$ cat config.mk
export PLATFORM = sky130hd
export DESIGN_NAME = rev_undo_engine_flat
export DESIGN_NICKNAME = d
export VERILOG_FILES = /design/src/rtl/rev_undo_engine_if.sv /design/src/rtl/rev_undo_engine.sv /design/src/flat_wrapper.sv
export SDC_FILE = /design/constraint.sdc
export NUM_CORES = 1
export LEC_CHECK = 0
export ABC_CLOCK_PERIOD_IN_PS = 8200
export CORE_AREA = 2 2 128 130
export DETAILED_ROUTE_END_ITERATION = 6
export DIE_AREA = 0 0 130 132
export PLACE_DENSITY = 0.68
export RECOVER_POWER = 50
export SYNTH_ARGS = -nofsm -noshare
export SYNTH_HDL_FRONTEND = slang
export SYNTH_SLANG_ARGS = --single-unit
$ cat constraint.sdc
create_clock -name clk -period 8.2 [get_ports clk]
set_input_delay 0.82 -clock clk [delete_from_list [all_inputs] [get_ports clk]]
set_output_delay 0.82 -clock clk [all_outputs]
set_load 0.005 [all_outputs]
$ cat src/rtl/rev_undo_engine_if.sv
`default_nettype none
// ============================================================================
//  Module      : rev_undo_engine_if
//  Description : Command channel between the instruction sequencer (master)
//                and the reversible undo engine (slave). Carries a
//                valid/ready handshake, the opcode, both gate masks and the
//                load value.
//  Revision    : 1.0 - initial release
// ============================================================================
interface rev_undo_engine_if #(
    parameter int WIDTH = 5
);
    logic             cmd_valid;
    logic             cmd_ready;
    logic [1:0]       cmd_op;
    logic [WIDTH-1:0] cmd_ctrl;
    logic [WIDTH-1:0] cmd_tgt;
    logic [WIDTH-1:0] cmd_data;

    // Sequencer side: offers commands and watches ready.
    modport master (
        output cmd_valid, cmd_op, cmd_ctrl, cmd_tgt, cmd_data,
        input  cmd_ready
    );

    // Engine side: consumes commands and drives ready.
    modport slave (
        input  cmd_valid, cmd_op, cmd_ctrl, cmd_tgt, cmd_data,
        output cmd_ready
    );
endinterface
`default_nettype wire

$ cat src/rtl/rev_undo_engine.sv
`default_nettype none
// ============================================================================
//  Module      : rev_undo_engine
//  Description : WIDTH-bit reversible register driven by multi-target Toffoli
//                gates (flip tgt when all ctrl bits are 1). Every applied
//                gate is pushed on a LIFO history so that UNDO (single step)
//                and REWIND (back to the last LOAD) can uncompute it by
//                re-applying the self-inverse gate.
//                Optional feature macro: REV_REWIND_CHECK_EN - keeps a
//                checkpoint of the last LOAD value and flags err instead of
//                done when a completed REWIND does not land on it.
//  Revision    : 1.0 - initial release
// ============================================================================
module rev_undo_engine #(
    parameter int WIDTH = 5,
    parameter int DEPTH = 16
) (
    input  wire logic                       clk,
    input  wire logic                       rst,
    rev_undo_engine_if.slave                cmd,
    output logic [WIDTH-1:0]                state_out,
    output logic [$clog2(DEPTH+1)-1:0]      depth_out,
    output logic                            busy,
    output logic                            done,
    output logic                            err
);

    localparam int c_DW = $clog2(DEPTH + 1);
    localparam int c_AW = (DEPTH > 1) ? $clog2(DEPTH) : 1;
    localparam int c_EW = 2 * WIDTH;

    localparam logic [1:0]      c_OP_LOAD   = 2'b00;
    localparam logic [1:0]      c_OP_APPLY  = 2'b01;
    localparam logic [1:0]      c_OP_UNDO   = 2'b10;
    localparam logic [c_DW-1:0] c_FULL      = c_DW'(DEPTH);
    localparam logic [c_DW-1:0] c_ONE       = c_DW'(1);

    typedef enum logic [0:0] {
        S_IDLE   = 1'b0,
        S_REWIND = 1'b1
    } fsm_t;

    fsm_t               r_fsm_q,   w_fsm_d;
    logic [WIDTH-1:0]   r_state_q, w_state_d;
    logic [c_DW-1:0]    r_depth_q, w_depth_d;
    logic               r_done_q,  w_done_d;
    logic               r_err_q,   w_err_d;
`ifdef REV_REWIND_CHECK_EN
    logic [WIDTH-1:0]   r_ckpt_q,  w_ckpt_d;
`endif

    // History storage: entry = {ctrl, tgt}; contents are don't-care at reset.
    logic [c_EW-1:0]    r_hist [DEPTH];
    logic               w_push;
    logic [c_AW-1:0]    w_push_idx;
    logic [c_AW-1:0]    w_top_idx;
    logic [c_EW-1:0]    w_top;
    logic [WIDTH-1:0]   w_pop_state;
    logic [WIDTH-1:0]   w_apply_state;

    // Gate fires when every control bit is set; ctrl == 0 always fires.
    function automatic logic [WIDTH-1:0] f_gate(
        input logic [WIDTH-1:0] s,
        input logic [WIDTH-1:0] c,
        input logic [WIDTH-1:0] t
    );
        return ((s & c) == c) ? (s ^ t) : s;
    endfunction

    // Top-of-stack lookup and the two candidate next states.
    always_comb begin
        w_push_idx    = c_AW'(r_depth_q);
        w_top_idx     = (r_depth_q == '0) ? '0 : c_AW'(r_depth_q - c_ONE);
        w_top         = r_hist[w_top_idx];
        w_pop_state   = f_gate(r_state_q, w_top[c_EW-1:WIDTH], w_top[WIDTH-1:0]);
        w_apply_state = f_gate(r_state_q, cmd.cmd_ctrl, cmd.cmd_tgt);
    end

    // Command decode and rewind sequencing; rejections leave everything as is.
    always_comb begin
        w_fsm_d   = r_fsm_q;
        w_state_d = r_state_q;
        w_depth_d = r_depth_q;
        w_done_d  = 1'b0;
        w_err_d   = 1'b0;
        w_push    = 1'b0;
`ifdef REV_REWIND_CHECK_EN
        w_ckpt_d  = r_ckpt_q;
`endif
        case (r_fsm_q)
            S_IDLE: begin
                if (cmd.cmd_valid) begin
                    case (cmd.cmd_op)
                        c_OP_LOAD: begin
                            w_state_d = cmd.cmd_data;
                            w_depth_d = '0;
                            w_done_d  = 1'b1;
`ifdef REV_REWIND_CHECK_EN
                            w_ckpt_d  = cmd.cmd_data;
`endif
                        end
                        c_OP_APPLY: begin
                            // Overlapping ctrl/tgt would not be self-inverse.
                            if (((cmd.cmd_ctrl & cmd.cmd_tgt) != '0) || (r_depth_q == c_FULL)) begin
                                w_err_d = 1'b1;
                            end else begin
                                w_state_d = w_apply_state;
                                w_depth_d = r_depth_q + c_ONE;
                                w_push    = 1'b1;
                                w_done_d  = 1'b1;
                            end
                        end
                        c_OP_UNDO: begin
                            if (r_depth_q == '0) begin
                                w_err_d = 1'b1;
                            end else begin
                                w_state_d = w_pop_state;
                                w_depth_d = r_depth_q - c_ONE;
                                w_done_d  = 1'b1;
                            end
                        end
                        default: begin
                            // Empty history: nothing to unwind, finish at once.
                            if (r_depth_q == '0) begin
                                w_done_d = 1'b1;
                            end else begin
                                w_fsm_d  = S_REWIND;
                            end
                        end
                    endcase
                end
            end
            S_REWIND: begin
                if (r_depth_q == '0) begin
                    w_fsm_d  = S_IDLE;
                    w_done_d = 1'b1;
                end else begin
                    w_state_d = w_pop_state;
                    w_depth_d = r_depth_q - c_ONE;
                    if (r_depth_q == c_ONE) begin
                        w_fsm_d = S_IDLE;
`ifdef REV_REWIND_CHECK_EN
                        // Landing off the checkpoint means the history was corrupted.
                        if (w_pop_state != r_ckpt_q) begin
                            w_err_d  = 1'b1;
                        end else begin
                            w_done_d = 1'b1;
                        end
`else
                        w_done_d = 1'b1;
`endif
                    end
                end
            end
            default: begin
                w_fsm_d = S_IDLE;
            end
        endcase
    end

    // Engine state registers; reset aborts any rewind in progress.
    always_ff @(posedge clk or posedge rst) begin
        if (rst) begin
            r_fsm_q   <= S_IDLE;
            r_state_q <= '0;
            r_depth_q <= '0;
            r_done_q  <= 1'b0;
            r_err_q   <= 1'b0;
`ifdef REV_REWIND_CHECK_EN
            r_ckpt_q  <= '0;
`endif
        end else begin
            r_fsm_q   <= w_fsm_d;
            r_state_q <= w_state_d;
            r_depth_q <= w_depth_d;
            r_done_q  <= w_done_d;
            r_err_q   <= w_err_d;
`ifdef REV_REWIND_CHECK_EN
            r_ckpt_q  <= w_ckpt_d;
`endif
        end
    end

    // History write port.
    always_ff @(posedge clk) begin
        if (w_push) begin
            r_hist[w_push_idx] <= {cmd.cmd_ctrl, cmd.cmd_tgt};
        end
    end

    assign cmd.cmd_ready = (r_fsm_q == S_IDLE);
    assign busy          = (r_fsm_q == S_REWIND);
    assign state_out     = r_state_q;
    assign depth_out     = r_depth_q;
    assign done          = r_done_q;
    assign err           = r_err_q;

endmodule
`default_nettype wire

$ cat src/flat_wrapper.sv
// flat-port wrapper written by rule: the top's interface ports become plain ports
module rev_undo_engine_flat 
#(
    parameter int WIDTH = 5,
    parameter int DEPTH = 16
)
  (clk, rst, state_out, depth_out, busy, done, err, cmd_cmd_valid, cmd_cmd_op, cmd_cmd_ctrl, cmd_cmd_tgt, cmd_cmd_data, cmd_cmd_ready);
  rev_undo_engine_if #(.WIDTH(WIDTH)) cmd_i ();
  input  wire logic clk;
  input  wire logic rst;
  output logic [WIDTH-1:0] state_out;
  output logic [$clog2(DEPTH+1)-1:0] depth_out;
  output logic busy;
  output logic done;
  output logic err;
  input wire logic [$bits(cmd_i.cmd_valid)-1:0] cmd_cmd_valid;
  input wire logic [$bits(cmd_i.cmd_op)-1:0] cmd_cmd_op;
  input wire logic [$bits(cmd_i.cmd_ctrl)-1:0] cmd_cmd_ctrl;
  input wire logic [$bits(cmd_i.cmd_tgt)-1:0] cmd_cmd_tgt;
  input wire logic [$bits(cmd_i.cmd_data)-1:0] cmd_cmd_data;
  output wire logic [$bits(cmd_i.cmd_ready)-1:0] cmd_cmd_ready;
  assign cmd_i.cmd_valid = cmd_cmd_valid;
  assign cmd_i.cmd_op = cmd_cmd_op;
  assign cmd_i.cmd_ctrl = cmd_cmd_ctrl;
  assign cmd_i.cmd_tgt = cmd_cmd_tgt;
  assign cmd_i.cmd_data = cmd_cmd_data;
  assign cmd_cmd_ready = cmd_i.cmd_ready;
  rev_undo_engine #(.WIDTH(WIDTH), .DEPTH(DEPTH)) u_core (.clk(clk), .rst(rst), .cmd(cmd_i), .state_out(state_out), .depth_out(depth_out), .busy(busy), .done(done), .err(err));
endmodule
==> reports/qor.csv <==
metric;value;unit
tightest_slew;1.08;ns
viasPerCell;6.14;
synth_area_leaders;edfxtp_1, mux4_2, dfrtp_1, ha_1, nor2_1;
path_clk_slew;0.07;ns
vias;4632;
fmax;230;MHz
ir_worst_vdd;188;µV
dieHeight;132;µm
avgSynthCellArea;15.9;µm²
start_kind;flip-flop;
slew_headroom;28.0;%
numClockSinks;173;
grt_pass1_vias;4689;
core;0.0157;mm²
clockBufferDepth;2;
synth_top_cell_by_area;edfxtp_1;
async_reset_ff_share;7.51;%
drc;0;
grt_max_degree;38;
cts_resized;0;
rows;46;
syn_nets;516;
layout_common_cells;edfxtp_1, mux4_2, nor2_1;
p_per_area;383;mW/mm²
final_nets;556;
antenna_found_initial;0;
cts_buffers;17;
skew;0.00801;ns
synth-main-ff-cell;edfxtp_1;
arrival;4.65;ns
overflow;0;
netlist-cell-type-count;60;
worstSkewPairLatency;0.43;ns
setup_tns;0;ns
drive_gt1_share;16.2;%
clockRootBuffer;clkbuf_16;
finalCritPeriodShare;53.0;%
path_max_fanout;37;
finalHoldViolations;0;
yosys.area.top_type_share;62.3;%
timing.final.max_slew_violations;0;
cts_tree;built;
post_cts_buffers;0;
die_w;130;µm
layout_min_cycle_time;4.34;ns
outcome;finished clean;
min_path_type;flip-flop to flip-flop;
globalRouteTotalUtil;22.1;%
syn_inst;485;
reg2reg_setup_slack;3.86;ns
ant_nets;0;
firstDrtPassIters;5;
htreeDepth;4;
port-buffer-count;33;
grt_setup_unrepaired;no;
place_inst;722;
area_growth;14.3;%
layout_commonest_cell;edfxtp_1;
synth_warnings;0;
start_util;49.1;%
routabilityCongestion;0.900;
cts_hold_buf;0;
drt_iter0_markers;549;
wl_per_cell;23.8;µm
maxCapViolations;0;
worst_ep_required_time;8.51;ns
io_pins;34;
n_antenna_cell;0;
synth_edf_count;160;
grt_pass1_wl;27500;µm
setup_viol;0;
ys_ff_latch;173;
hpwl;11700;µm
synth_area;0.00771;mm²
synth-seq-area-share;66.5;%
routed_wl;17900;µm
setup.worst_path.end_class;flip-flop;
p_leak;0.00292;µW
final_cells;754;
die_area;0.0172;mm²
path_class;flip-flop to flip-flop;
## state kept, by name (all words and copies together), names as in the netlist
signal            flops
u_core.done           1
u_core.err            1
u_core.state_out      5
u_core.r_hist       160
u_core.depth_out      5
u_core.busy           1
## synthesized netlist by cell type (3+ instances only)
cell,instances
inv_1,12
a31oi_1,3
nor3_1,15
clkbuf_1,13
buf_6,4
a211oi_1,9
a22o_1,3
ha_1,11
nor2_1,32
o221ai_1,3
nand2b_1,6
nand2_1,23
nor2b_1,3
nor4_1,3
a22oi_1,6
edfxtp_1,160
nand3_1,15
a21oi_1,22
o21ai_0,13
mux4_2,37
nand4_1,3
buf_2,6
and3_1,8
nor3b_1,4
mux2i_1,7
dfrtp_1,13
xor2_1,6
o22ai_1,4
## cell families after synthesis
family                     after synthesis  synth area share, %
DFF                                    173                 66.5
and+or+nand+nor                        125                 8.53
adders and majority gates               11                 1.78
AOI/OAI and AO/OA                       86                 7.88
muxes                                   45                 12.1
buffers and inverters                   38                 2.43
xor gates and xnor gates                 7                0.795
## per-stage QoR
step	worst slack (ns)	hold WS, ns	utilization, %	total power [µW]	instance area, µm²
global placement	3.84	0.668	52.7	2600	8270
floorplan	4.69	0.616	-	2220	7710
global route	3.40	0.737	56.1	3560	8820
CTS	3.84	0.686	56.2	3380	8840
detailed placement	3.65	0.669	52.7	2620	8270
finish	3.86	0.678	56.1	3380	8820
## metal layers
layer | GRT usage, % | wire [µm] | share of wire, %
met5 | 0 | 0 | 0
met4 | 10.2 | 716 | 4.0
met3 | 5.28 | 1330 | 7.4
met2 | 32.4 | 8170 | 46
met1 | 31.5 | 7700 | 43
## final timing paths
kind | endpoint | depth (start not counted) | from
max | u_core.state_out[1] | 12 | u_core.depth_out[0]
min | u_core.state_out[3] | 2 | u_core.state_out[3]
max reg2reg | u_core.state_out[1] | 12 | u_core.depth_out[0]
min reg2reg | u_core.state_out[3] | 2 | u_core.state_out[3]
max in group asynchronous | u_core.depth_out[3] | 2 | rst
min in group asynchronous | u_core.state_out[1] | 2 | rst
## critical path: stages, from the launching register on
cell	delay (ns)
dfrtp_1	0.52
inv_1	0.16
ha_1	0.31
nor4b_4	0.19
inv_2	0.18
ha_2	0.38
buf_4	0.64
mux4_2	0.59
a32oi_1	0.22
nand3_1	0.14
nor4_4	0.58
a31o_1	0.23
nand3_1	0.07
## power by group
part           internal [µW]  switching [µW]  leakage [µW]
Combinational            657             869       0.00104
Clock                    422             343      0.000271
Sequential               993            96.7       0.00161
Total                   2070            1310       0.00292
## layout make-up
class / instances / area, µm²
clock buffers: 17 / 425
clock inverters: 15 / 138
fillers: 1229 / 6890
inverters: 13 / 48.8
multi-input cells: 274 / 2400
flip-flops and latches: 173 / 5130
well taps: 216 / 270
repair buffers: 46 / 409
Note: power is estimated with default switching activity, not from simulation.
